## src/rtl/rf_fifo_pkg.sv

```systemverilog
// rtl/rf_fifo_pkg.sv - shared constants and helpers for the rf_fifo controller
// Purpose: output buffer depth, macro read latency and level-width helper.
// Ports: none (package).
package rf_fifo_pkg;

  // Words held in the output buffer behind the RAM read port.
  localparam int OBUF_DEPTH = 2;

  // Cycles from CENA low to QA valid on the rfdp macro.
  localparam int RD_LATENCY = 1;

  // Level counts RAM words, buffered words and one in-flight read.
  function automatic int lvl_width(input int depth);
    return $clog2(depth + OBUF_DEPTH + 1);
  endfunction

endpackage

```

## src/rtl/rf_fifo_obuf.sv

```systemverilog
// rtl/rf_fifo_obuf.sv - 2-entry output buffer presenting the FIFO head word
// Purpose: holds words captured from the RAM read port; head is registered.
// Ports:
//   clk, rst   clock and synchronous active-high reset
//   push, din  capture a word (never while full unless popping)
//   pop        remove the head word (only while valid)
//   valid      head word present
//   dout       head word
//   cnt        words held (0..2)
module rf_fifo_obuf
  import rf_fifo_pkg::*;
#(
  parameter int WIDTH = 32
) (
  input  logic             clk,
  input  logic             rst,
  input  logic             push,
  input  logic [WIDTH-1:0] din,
  input  logic             pop,
  output logic             valid,
  output logic [WIDTH-1:0] dout,
  output logic [1:0]       cnt
);

  logic [WIDTH-1:0] e0;  // head
  logic [WIDTH-1:0] e1;  // second entry

  assign valid = (cnt != 2'd0);
  assign dout  = e0;

  always_ff @(posedge clk) begin
    if (rst) begin
      cnt <= 2'd0;
    end else begin
      case ({push, pop})
        2'b11: begin
          // Replace the departing head; with two words the tail moves up.
          if (cnt == 2'd1) begin
            e0 <= din;
          end else begin
            e0 <= e1;
            e1 <= din;
          end
        end
        2'b10: begin
          if (cnt == 2'd0) e0 <= din;
          else             e1 <= din;
          cnt <= cnt + 2'd1;
        end
        2'b01: begin
          e0  <= e1;
          cnt <= cnt - 2'd1;
        end
        default: ;
      endcase
    end
  end

endmodule

```

## src/rtl/rf_fifo_ctrl.sv

```systemverilog
// rtl/rf_fifo_ctrl.sv - FWFT FIFO controller for an external rfdp dual-port RAM
// Purpose: write side on macro port B, prefetching read side on port A feeding
//   a 2-entry output buffer so the stream runs at one word per cycle.
// Optional: RF_FIFO_ALMOST_FULL_EN adds parameter AF_THRESH and output almost_full.
// Ports:
//   clk, rst                       clock, synchronous active-high reset
//   in_valid/in_ready/in_data      write stream
//   out_valid/out_ready/out_data   read stream (first word fall through)
//   level                          words held (RAM + buffer + in-flight read)
//   almost_full                    level >= AF_THRESH, registered (optional)
//   ram_aa/ram_cena/ram_qa         macro read port A
//   ram_ab/ram_db/ram_cenb         macro write port B
module rf_fifo_ctrl
  import rf_fifo_pkg::*;
#(
  parameter int DEPTH = 512,
  parameter int WIDTH = 32,
`ifdef RF_FIFO_ALMOST_FULL_EN
  parameter int AF_THRESH = DEPTH - 16,
`endif
  localparam int AW = $clog2(DEPTH),
  localparam int LW = lvl_width(DEPTH)
) (
  input  logic             clk,
  input  logic             rst,
  input  logic             in_valid,
  output logic             in_ready,
  input  logic [WIDTH-1:0] in_data,
  output logic             out_valid,
  input  logic             out_ready,
  output logic [WIDTH-1:0] out_data,
  output logic [LW-1:0]    level,
`ifdef RF_FIFO_ALMOST_FULL_EN
  output logic             almost_full,
`endif
  output logic [AW-1:0]    ram_aa,
  output logic             ram_cena,
  input  logic [WIDTH-1:0] ram_qa,
  output logic [AW-1:0]    ram_ab,
  output logic [WIDTH-1:0] ram_db,
  output logic             ram_cenb
);

  localparam logic [AW:0] RAM_FULL = (AW+1)'(DEPTH);

  logic [AW:0]   ram_cnt;
  logic [AW-1:0] wr_ptr;
  logic [AW-1:0] rd_ptr;
  logic          rd_pend;
  logic [1:0]    obuf_cnt;
  logic [2:0]    occ;
  logic          wr_en;
  logic          rd_en;
  logic          pop;

  assign in_ready = !rst && (ram_cnt != RAM_FULL);
  assign wr_en    = in_valid && in_ready;
  assign pop      = out_valid && out_ready;

  // Issue a read only if the word still fits in the buffer once it lands,
  // counting the read already in flight and any pop this cycle.
  assign occ   = {1'b0, obuf_cnt} + {2'b00, rd_pend};
  assign rd_en = !rst && (ram_cnt != '0) && (occ <= (3'd1 + {2'b00, pop}));

  assign ram_cenb = !wr_en;
  assign ram_ab   = wr_ptr;
  assign ram_db   = in_data;
  assign ram_cena = !rd_en;
  assign ram_aa   = rd_ptr;

  always_ff @(posedge clk) begin
    if (rst) begin
      wr_ptr  <= '0;
      rd_ptr  <= '0;
      ram_cnt <= '0;
      rd_pend <= 1'b0;
      level   <= '0;
    end else begin
      if (wr_en) wr_ptr <= wr_ptr + 1'b1;  // wraps: DEPTH is a power of two
      if (rd_en) rd_ptr <= rd_ptr + 1'b1;
      ram_cnt <= ram_cnt + (AW+1)'(wr_en) - (AW+1)'(rd_en);
      rd_pend <= rd_en;
      // Every accepted word stays counted until popped, wherever it sits.
      level   <= level + LW'(wr_en) - LW'(pop);
    end
  end

  rf_fifo_obuf #(.WIDTH(WIDTH)) u_obuf (
    .clk   (clk),
    .rst   (rst),
    .push  (rd_pend),
    .din   (ram_qa),
    .pop   (pop),
    .valid (out_valid),
    .dout  (out_data),
    .cnt   (obuf_cnt)
  );

`ifdef RF_FIFO_ALMOST_FULL_EN
  always_ff @(posedge clk) begin
    if (rst) almost_full <= 1'b0;
    else     almost_full <= (int'(level) >= AF_THRESH);
  end
`endif

endmodule

```

## config.mk

```make
export PLATFORM = sky130hd
export DESIGN_NAME = rf_fifo_ctrl
export DESIGN_NICKNAME = d
export VERILOG_FILES = /design/src/rtl/rf_fifo_pkg.sv /design/src/rtl/rf_fifo_obuf.sv /design/src/rtl/rf_fifo_ctrl.sv
export SDC_FILE = /design/constraint.sdc
export NUM_CORES = 1
export LEC_CHECK = 0
export ABC_AREA = 1
export BUFFER_PORTS_ARGS = -buffer_cell sky130_fd_sc_hd__buf_4
export CAP_MARGIN = 30
export CELL_PAD_IN_SITES_DETAIL_PLACEMENT = 0
export CELL_PAD_IN_SITES_GLOBAL_PLACEMENT = 1
export CORE_AREA = 3 3 160 100
export DETAILED_ROUTE_END_ITERATION = 7
export DIE_AREA = 0 0 163 103
export GPL_ROUTABILITY_DRIVEN = 0
export GPL_TIMING_DRIVEN = 1
export PLACE_DENSITY_LB_ADDON = 0.1
export RECOVER_POWER = 25
export SYNTH_ARGS = -nofsm -noshare
export SYNTH_HDL_FRONTEND = slang
export SYNTH_SLANG_ARGS = --single-unit
```

## constraint.sdc

```tcl
create_clock -name clk -period 3.9 [get_ports clk]
set_clock_uncertainty 0.1 [all_clocks]
set_input_delay 0.78 -clock clk [delete_from_list [all_inputs] [get_ports clk]]
set_output_delay 0.78 -clock clk [all_outputs]
set_load 0.05 [all_outputs]
```

==> run_results.csv, run 1 <==
group,metric,value,unit
pwr,peakVddDrop,346,uV
min_path,min_path_cells,2,
final_layout,drive_above_1_share,17.4,%
timing,holdWs,0.404,ns
yosys,yosysWarnings,0,
worst_setup_path,crit_path_max_incr_delay,0.51,ns
clocking,post-cts-setup-buffer-count,0,
worst_setup_path,path_cells,"inv_1 > ha_1 > inv_2 > nand2_4 > clkinvlp_4 > fa_1 > inv_1 > nand3_1 > nand2_1 > nand2_1 > nand3_2 > buf_4 > buf_4",
yosys,yosys.area.top_type,"edfxtp_1",
clocking,clk_latency,0.34,ns
worst_setup_path,cp-start-kind,"register",
timing,post-route-period-util,90.1,%
worst_setup_path,reg2reg_to,"ram_cnt[6]$_SDFF_PP0_",
yosys,synthArstFlopShare,0,%
clocking,cts_made_buffers,9,
worst_setup_path,crit_fanout,9,
worst_setup_path,reg2reg_from,"u_obuf.cnt[1]$_SDFFE_PP0N_",
yosys,synth_ff_type,"edfxtp_1",
pwr,pwr-share-comb,53.9,%
timing,finalMaxSlewViolations,0,
worst_setup_path,crit_required,3.02,ns
floorplan,fp.dieH,103,um
final_layout,nets,804,
clocking,clock_sinks,105,
pwr,internal_power,2.93,mW
pwr,switching_power,2.62,mW
floorplan,die_w,163,um
min_path,worstHoldStart,"u_obuf.cnt[1]$_SDFFE_PP0N_",
yosys,yosys.cell_count.top_type,"nand2_1",
timing,setup-tns-final,0,ns
yosys,synth_seq_cells,105,
worst_setup_path,path_class,"register to primary output",
clocking,cts_hold_buf,0,
worst_setup_path,critPathArrivalTime,2.64,ns
yosys,postSynthCellCount,634,
timing,worst_pin_slew,0.608,ns
timing,hold_viol,0,
pwr,leakagePower,2.98,nW
floorplan,placementRows,34,
drt,drc,0,
pwr,power.density,857,nW/um^2
global_route,grt_pass1_vias,3916,
global_route,track_usage,15.1,%
pwr,swShare,47.2,%
clocking,clock_path_buffers,2,
worst_setup_path,crit_buf_inv,6,
final_layout,area_delta_synth_final,17.2,%
final_layout,layoutNonFillerInstCount,906,
final_layout,utilization,44.7,%
yosys,synth_area_leaders,"edfxtp_1, dfxtp_1, nand2_1",
worst_setup_path,worst_path_max_delay_cell,"fa_1",
pwr,share_clk_of_total_power,16.0,%
drt,num_vias,4209,
worst_setup_path,reg2reg_depth,21,
clocking,cts_htree_levels,3,
global_route,gr-total-overflow,0,
clocking,cts_resized,0,
floorplan,top_level_ports,164,
placement,io_buffers,99,
drt,detail-route-antenna-nets,0,
yosys,avgSynthCellArea,8.71,um^2
yosys,synth_top_area_share,34.8,%
clocking,cts_tree,"yes",
timing,setup_viol,0,
pwr,seqPwrFrac,30.1,%
global_route,antenna_found_initial,0,
yosys,synth-seq-area-share,49.7,%
final_layout,n_fill_cell,1431,
yosys,syn_nets,735,
clocking,root_buffer,"clkbuf_16",
yosys,synth_common_cells,"nand2_1, inv_1, edfxtp_1",
yosys,synth_cell_type_count,34,
timing,setup_slack,0.384,ns
drt,firstDrtPassIters,4,
drt,wire_per_inst,14.0,um
min_path,hold_class,"register to register",
final_layout,antennaDiodeCount,0,
drt,drt_wl_total,12700,um
timing,fin_crit,3.52,ns
min_path,hold_end,"u_obuf.cnt[1]$_SDFFE_PP0N_",
worst_setup_path,crit_path_end_kind,"primary output",
worst_setup_path,reg2reg_slack,0.42,ns
run_status,outcome,"finished clean",
timing,fmax,284,MHz
yosys,synth_edf_count,64,
placement,place_inst,890,
timing,relSlewSlack,59.4,%
worst_setup_path,crit_family,"buffers and inverters",
placement,post-place-ws,0.185,ns
floorplan,core,14500,um^2
drt,drtIter0Drc,248,
flow_run,maxCapViolations,0,
placement,hpwl,9140,um
drt,drt-vias-per-instance,4.65,
global_route,grt_max_degree,34,
clocking,clk_pin_slew,0.07,ns
global_route,grt_pass1_wl,20300,um
timing,rsz0062_at_grt,"false",
floorplan,die_area,16800,um^2
yosys,syn-cell-area,5520,um^2
floorplan,start_util,38.2,%
==> stage by stage <==
step                      power (mW)  cell area (um^2)
after floorplan                 4.06              5520
after global placement          4.66              6220
after detailed placement        4.70              6250
after CTS                       5.62              6540
after global routing            6.05              6470
final                           5.54              6470
==> sequential cells by signal, summed over array words and instances (netlist names) <==
register	count
level	10
ram_aa	9
ram_ab	9
ram_cnt	10
rd_pend	1
u_obuf.cnt	2
u_obuf.dout	32
u_obuf.e1	32
==> kinds of logic (layout without fill, tap and decap cells) <==
group	count (synthesis)	in the layout	synth area share, %
and+or+nand+nor	303	303	23.8
buffers and inverters	127	201	11.7
DFF	105	105	49.7
AOI/OAI and AO/OA	58	58	5.60
adders and majority gates	33	33	7.89
xor gates and xnor gates	8	8	1.27
==> worst max-delay path by stage <==
stage / cells after the start / slack [ns] / start / end
6_report: 13 / 0.38 / u_obuf.cnt[1]$_SDFFE_PP0N_ / ram_cena
3_3_place_gp: 19 / 0.26 / out_ready / ram_cnt[6]$_SDFF_PP0_
5_1_grt: 20 / 0.02 / u_obuf.cnt[1]$_SDFFE_PP0N_ / ram_cnt[6]$_SDFF_PP0_
3_5_place_dp: 18 / 0.18 / out_ready / ram_cnt[6]$_SDFF_PP0_
4_1_cts: 21 / 0.32 / u_obuf.cnt[0]$_SDFFE_PP0N_ / ram_cnt[6]$_SDFF_PP0_
2_1_floorplan: 20 / 0.35 / u_obuf.cnt[0]$_SDFFE_PP0N_ / ram_cnt[6]$_SDFF_PP0_
==> placed cells by master, fill, tap and decap left out, types with 2 or more instances in the layout <==
master / instances
a21oi_2: 2
nor2_1: 35
o21ai_0: 13
nand2_4: 3
nand3_1: 60
clkinv_4: 2
a21oi_4: 2
xnor2_1: 2
inv_1: 76
nand3b_1: 2
o21bai_1: 2
inv_2: 3
clkbuf_16: 9
inv_8: 2
inv_6: 2
nor2_4: 2
clkbuf_4: 14
nand2_1: 185
nand4_1: 7
nor2_2: 3
edfxtp_1: 64
nand3_2: 2
clkbuf_1: 19
dfxtp_1: 41
ha_1: 30
a21oi_1: 34
buf_4: 72
fa_1: 3
nand2_2: 2
xor2_1: 6
==> routing by layer <==
metal	share of wire, %	global-route usage (%)	up-vias
li1	-	-	2167
met4	1.3	3.25	0
met3	5.4	3.65	27
met2	43	22.4	107
met1	51	22.4	1908
met5	0	0	-
==> worst min-delay path, delay by kind of cell, from the launching register on <==
kind / cells / cell delay, ns
compound gates: 1 / 0.05
flops: 1 / 0.33
simple gates: 1 / 0.08
==> power groups by stage <==
stage	Sequential (mW)	Clock, mW	Combinational [mW]
2_1_floorplan	2.20	0	1.85
3_3_place_gp	1.70	0	2.97
4_1_cts	1.67	0.921	3.02
3_5_place_dp	1.70	0	3.01
5_1_grt	1.70	0.960	3.39
6_report	1.67	0.887	2.99
==> layout make-up <==
| type | instances | area [um^2] | share of cell area (%) |
|---|---|---|---|
| multi-input combinational | 402 | 2140 | 33.2 |
| timing repair buffer | 105 | 741 | 11.5 |
| clock buffer | 10 | 229 | 3.54 |
| tap | 198 | 248 | 3.83 |
| clock inverter | 6 | 57.6 | 0.890 |
| sequential | 105 | 2740 | 42.4 |
| inverter | 80 | 304 | 4.70 |
Note: power is estimated with default switching activity, not from simulation.
==> inputs of run 2 (changes only) <==
==> constraint.sdc (replaced) <==
create_clock -name clk -period 3.9 [get_ports clk]
set_clock_uncertainty 0.1 [all_clocks]
set_input_delay 0.195 -clock clk [delete_from_list [all_inputs] [get_ports clk]]
set_output_delay 0.195 -clock clk [all_outputs]
set_load 0.05 [all_outputs]
==> run_results.csv, run 2 (synthesis gave the netlist of run 1 again) <==
group,metric,value,unit
timing,worst_pin_slew,0.792,ns
placement,io_buffers,99,
clocking,clk_pin_slew,0.08,ns
flow_run,maxCapViolations,0,
drt,num_vias,4325,
placement,hpwl,9410,um
worst_setup_path,crit_fanout,9,
clocking,clock_path_buffers,2,
global_route,grt_pass1_wl,20500,um
timing,hold_viol,0,
global_route,antenna_found_initial,0,
floorplan,fp.dieH,103,um
global_route,gr-total-overflow,0,
clocking,clock_sinks,105,
clocking,cts_tree,"yes",
timing,fin_crit,3.57,ns
timing,holdWs,0.0652,ns
drt,detail-route-antenna-nets,0,
floorplan,die_area,16800,um^2
floorplan,start_util,38.2,%
worst_setup_path,reg2reg_depth,21,
drt,firstDrtPassIters,4,
drt,drt-vias-per-instance,4.62,
worst_setup_path,path_class,"register to register",
clocking,clk_latency,0.34,ns
worst_setup_path,cp-start-kind,"register",
final_layout,layout_commonest_cell,"nand2_1",
min_path,hold_class,"primary input to register",
clocking,post-cts-setup-buffer-count,0,
drt,drtIter0Drc,204,
clocking,cts_htree_levels,3,
final_layout,finalInstanceArea,6810,um^2
worst_setup_path,path_depth,21,
floorplan,die_w,163,um
worst_setup_path,reg2reg_to,"ram_cnt[6]$_SDFF_PP0_",
drt,drt_wl_total,13000,um
final_layout,layout.cells.most_common_list,"nand2_1, inv_1, buf_4",
drt,drc,0,
final_layout,utilization,47.1,%
drt,wire_per_inst,13.9,um
pwr,peakVddDrop,321,uV
final_layout,n_fill_cell,1406,
timing,finalMaxSlewViolations,0,
timing,relSlewSlack,47.0,%
pwr,power.density,818,nW/um^2
final_layout,drive_above_1_share,17.2,%
worst_setup_path,reg2reg_from,"u_obuf.cnt[0]$_SDFFE_PP0N_",
timing,fmax,280,MHz
worst_setup_path,crit_required,4.07,ns
clocking,cts_made_buffers,9,
worst_setup_path,path_cells,"inv_1 > ha_1 > inv_2 > nand2_4 > inv_1 > fa_1 > inv_1 > nand3_1 > a21oi_2 > nor2_4 > nand2_1 > nand2_1 > ha_1 > fa_1 > nand3_1 > nand2_1 > nand3_1 > nand2_1 > nand2_1 > nand2_1 > nor2_1",
timing,setup-tns-final,0,ns
pwr,leakagePower,3.13,nW
timing,post-route-period-util,91.5,%
worst_setup_path,crit_top_cell,"nand2_1",
min_path,worstHoldStart,"in_valid",
floorplan,placementRows,34,
floorplan,core,14500,um^2
final_layout,antennaDiodeCount,0,
global_route,track_usage,15.3,%
worst_setup_path,worst_path_max_delay_cell,"fa_1",
worst_setup_path,crit_buf_inv,4,
min_path,hold_end,"ram_ab[3]$_SDFFE_PP0P_",
global_route,grt_max_degree,37,
worst_setup_path,critPathArrivalTime,3.75,ns
final_layout,area_delta_synth_final,23.3,%
worst_setup_path,reg2reg_slack,0.33,ns
worst_setup_path,crit_family,"adder cells",
run_status,outcome,"finished clean",
worst_setup_path,crit_path_max_incr_delay,0.43,ns
timing,setup_viol,0,
worst_setup_path,crit_path_end_kind,"register",
final_layout,nets,835,
global_route,grt_pass1_vias,4123,
floorplan,top_level_ports,164,
clocking,root_buffer,"clkbuf_16",
placement,placed_area,6240,um^2
min_path,min_path_cells,4,
## run 2: worst reg2reg max path: cells and delay by family, from the launching register on
| family | cells | cell delay, ns |
|---|---|---|
| fa+ha+maj | 4 | 1.31 |
| simple gates | 12 | 1.08 |
| buf+inv | 4 | 0.41 |
| flops | 1 | 0.41 |
| compound gates | 1 | 0.18 |
## run 2: report_power, final
part / leakage (nW) / switching [mW] / internal (mW)
logic: 2.06 / 2.06 / 0.955
clock network: 0.138 / 0.433 / 0.449
registers: 0.926 / 0.140 / 1.53
total: 3.13 / 2.63 / 2.93
## run 2: worst max-delay path by stage
stage                          startpoint                    end  slack (ns)
2_1_floorplan  u_obuf.cnt[0]$_SDFFE_PP0N_  ram_cnt[6]$_SDFF_PP0_        0.35
3_3_place_gp   u_obuf.cnt[0]$_SDFFE_PP0N_  ram_cnt[6]$_SDFF_PP0_        0.45
3_5_place_dp   u_obuf.cnt[0]$_SDFFE_PP0N_  ram_cnt[6]$_SDFF_PP0_        0.27
4_1_cts        u_obuf.cnt[0]$_SDFFE_PP0N_  ram_cnt[6]$_SDFF_PP0_        0.25
5_1_grt        u_obuf.cnt[1]$_SDFFE_PP0N_  ram_cnt[6]$_SDFF_PP0_      -0.002
6_report       u_obuf.cnt[0]$_SDFFE_PP0N_  ram_cnt[6]$_SDFF_PP0_        0.33
## run 2: layout make-up
type | count | area [um^2] | area share, %
flip-flops and latches | 105 | 2740 | 40.3
clock inverters | 6 | 56.3 | 0.827
repair buffers | 136 | 1070 | 15.7
clock buffers | 10 | 229 | 3.36
inverters | 80 | 300 | 4.41
multi-input cells | 402 | 2160 | 31.8
well taps | 198 | 248 | 3.64
## run 2: layer usage
metal	global-route usage [%]	routed length (um)	vias up
li1	-	-	2225
met1	21.9	6660	1972
met2	23.3	5640	104
met3	3.89	565	24
met4	3.64	140	0
met5	0	0	-
## run 2: timing repair
action | 4_1_cts | 5_1_grt
setup endpoints to repair | 0 | 2
resized for setup | 0 | 2
hold endpoints to repair | 32 | 0
hold buffers | 32 | 0
## run 2: per-stage QoR
step	worst slack [ns]	instances	power, mW
2_1_floorplan	0.346	634	4.06
3_3_place_gp	0.451	888	4.64
3_5_place_dp	0.267	889	4.70
4_1_cts	0.247	937	5.63
5_1_grt	-0.00193	937	6.07
6_report	0.330	937	5.57
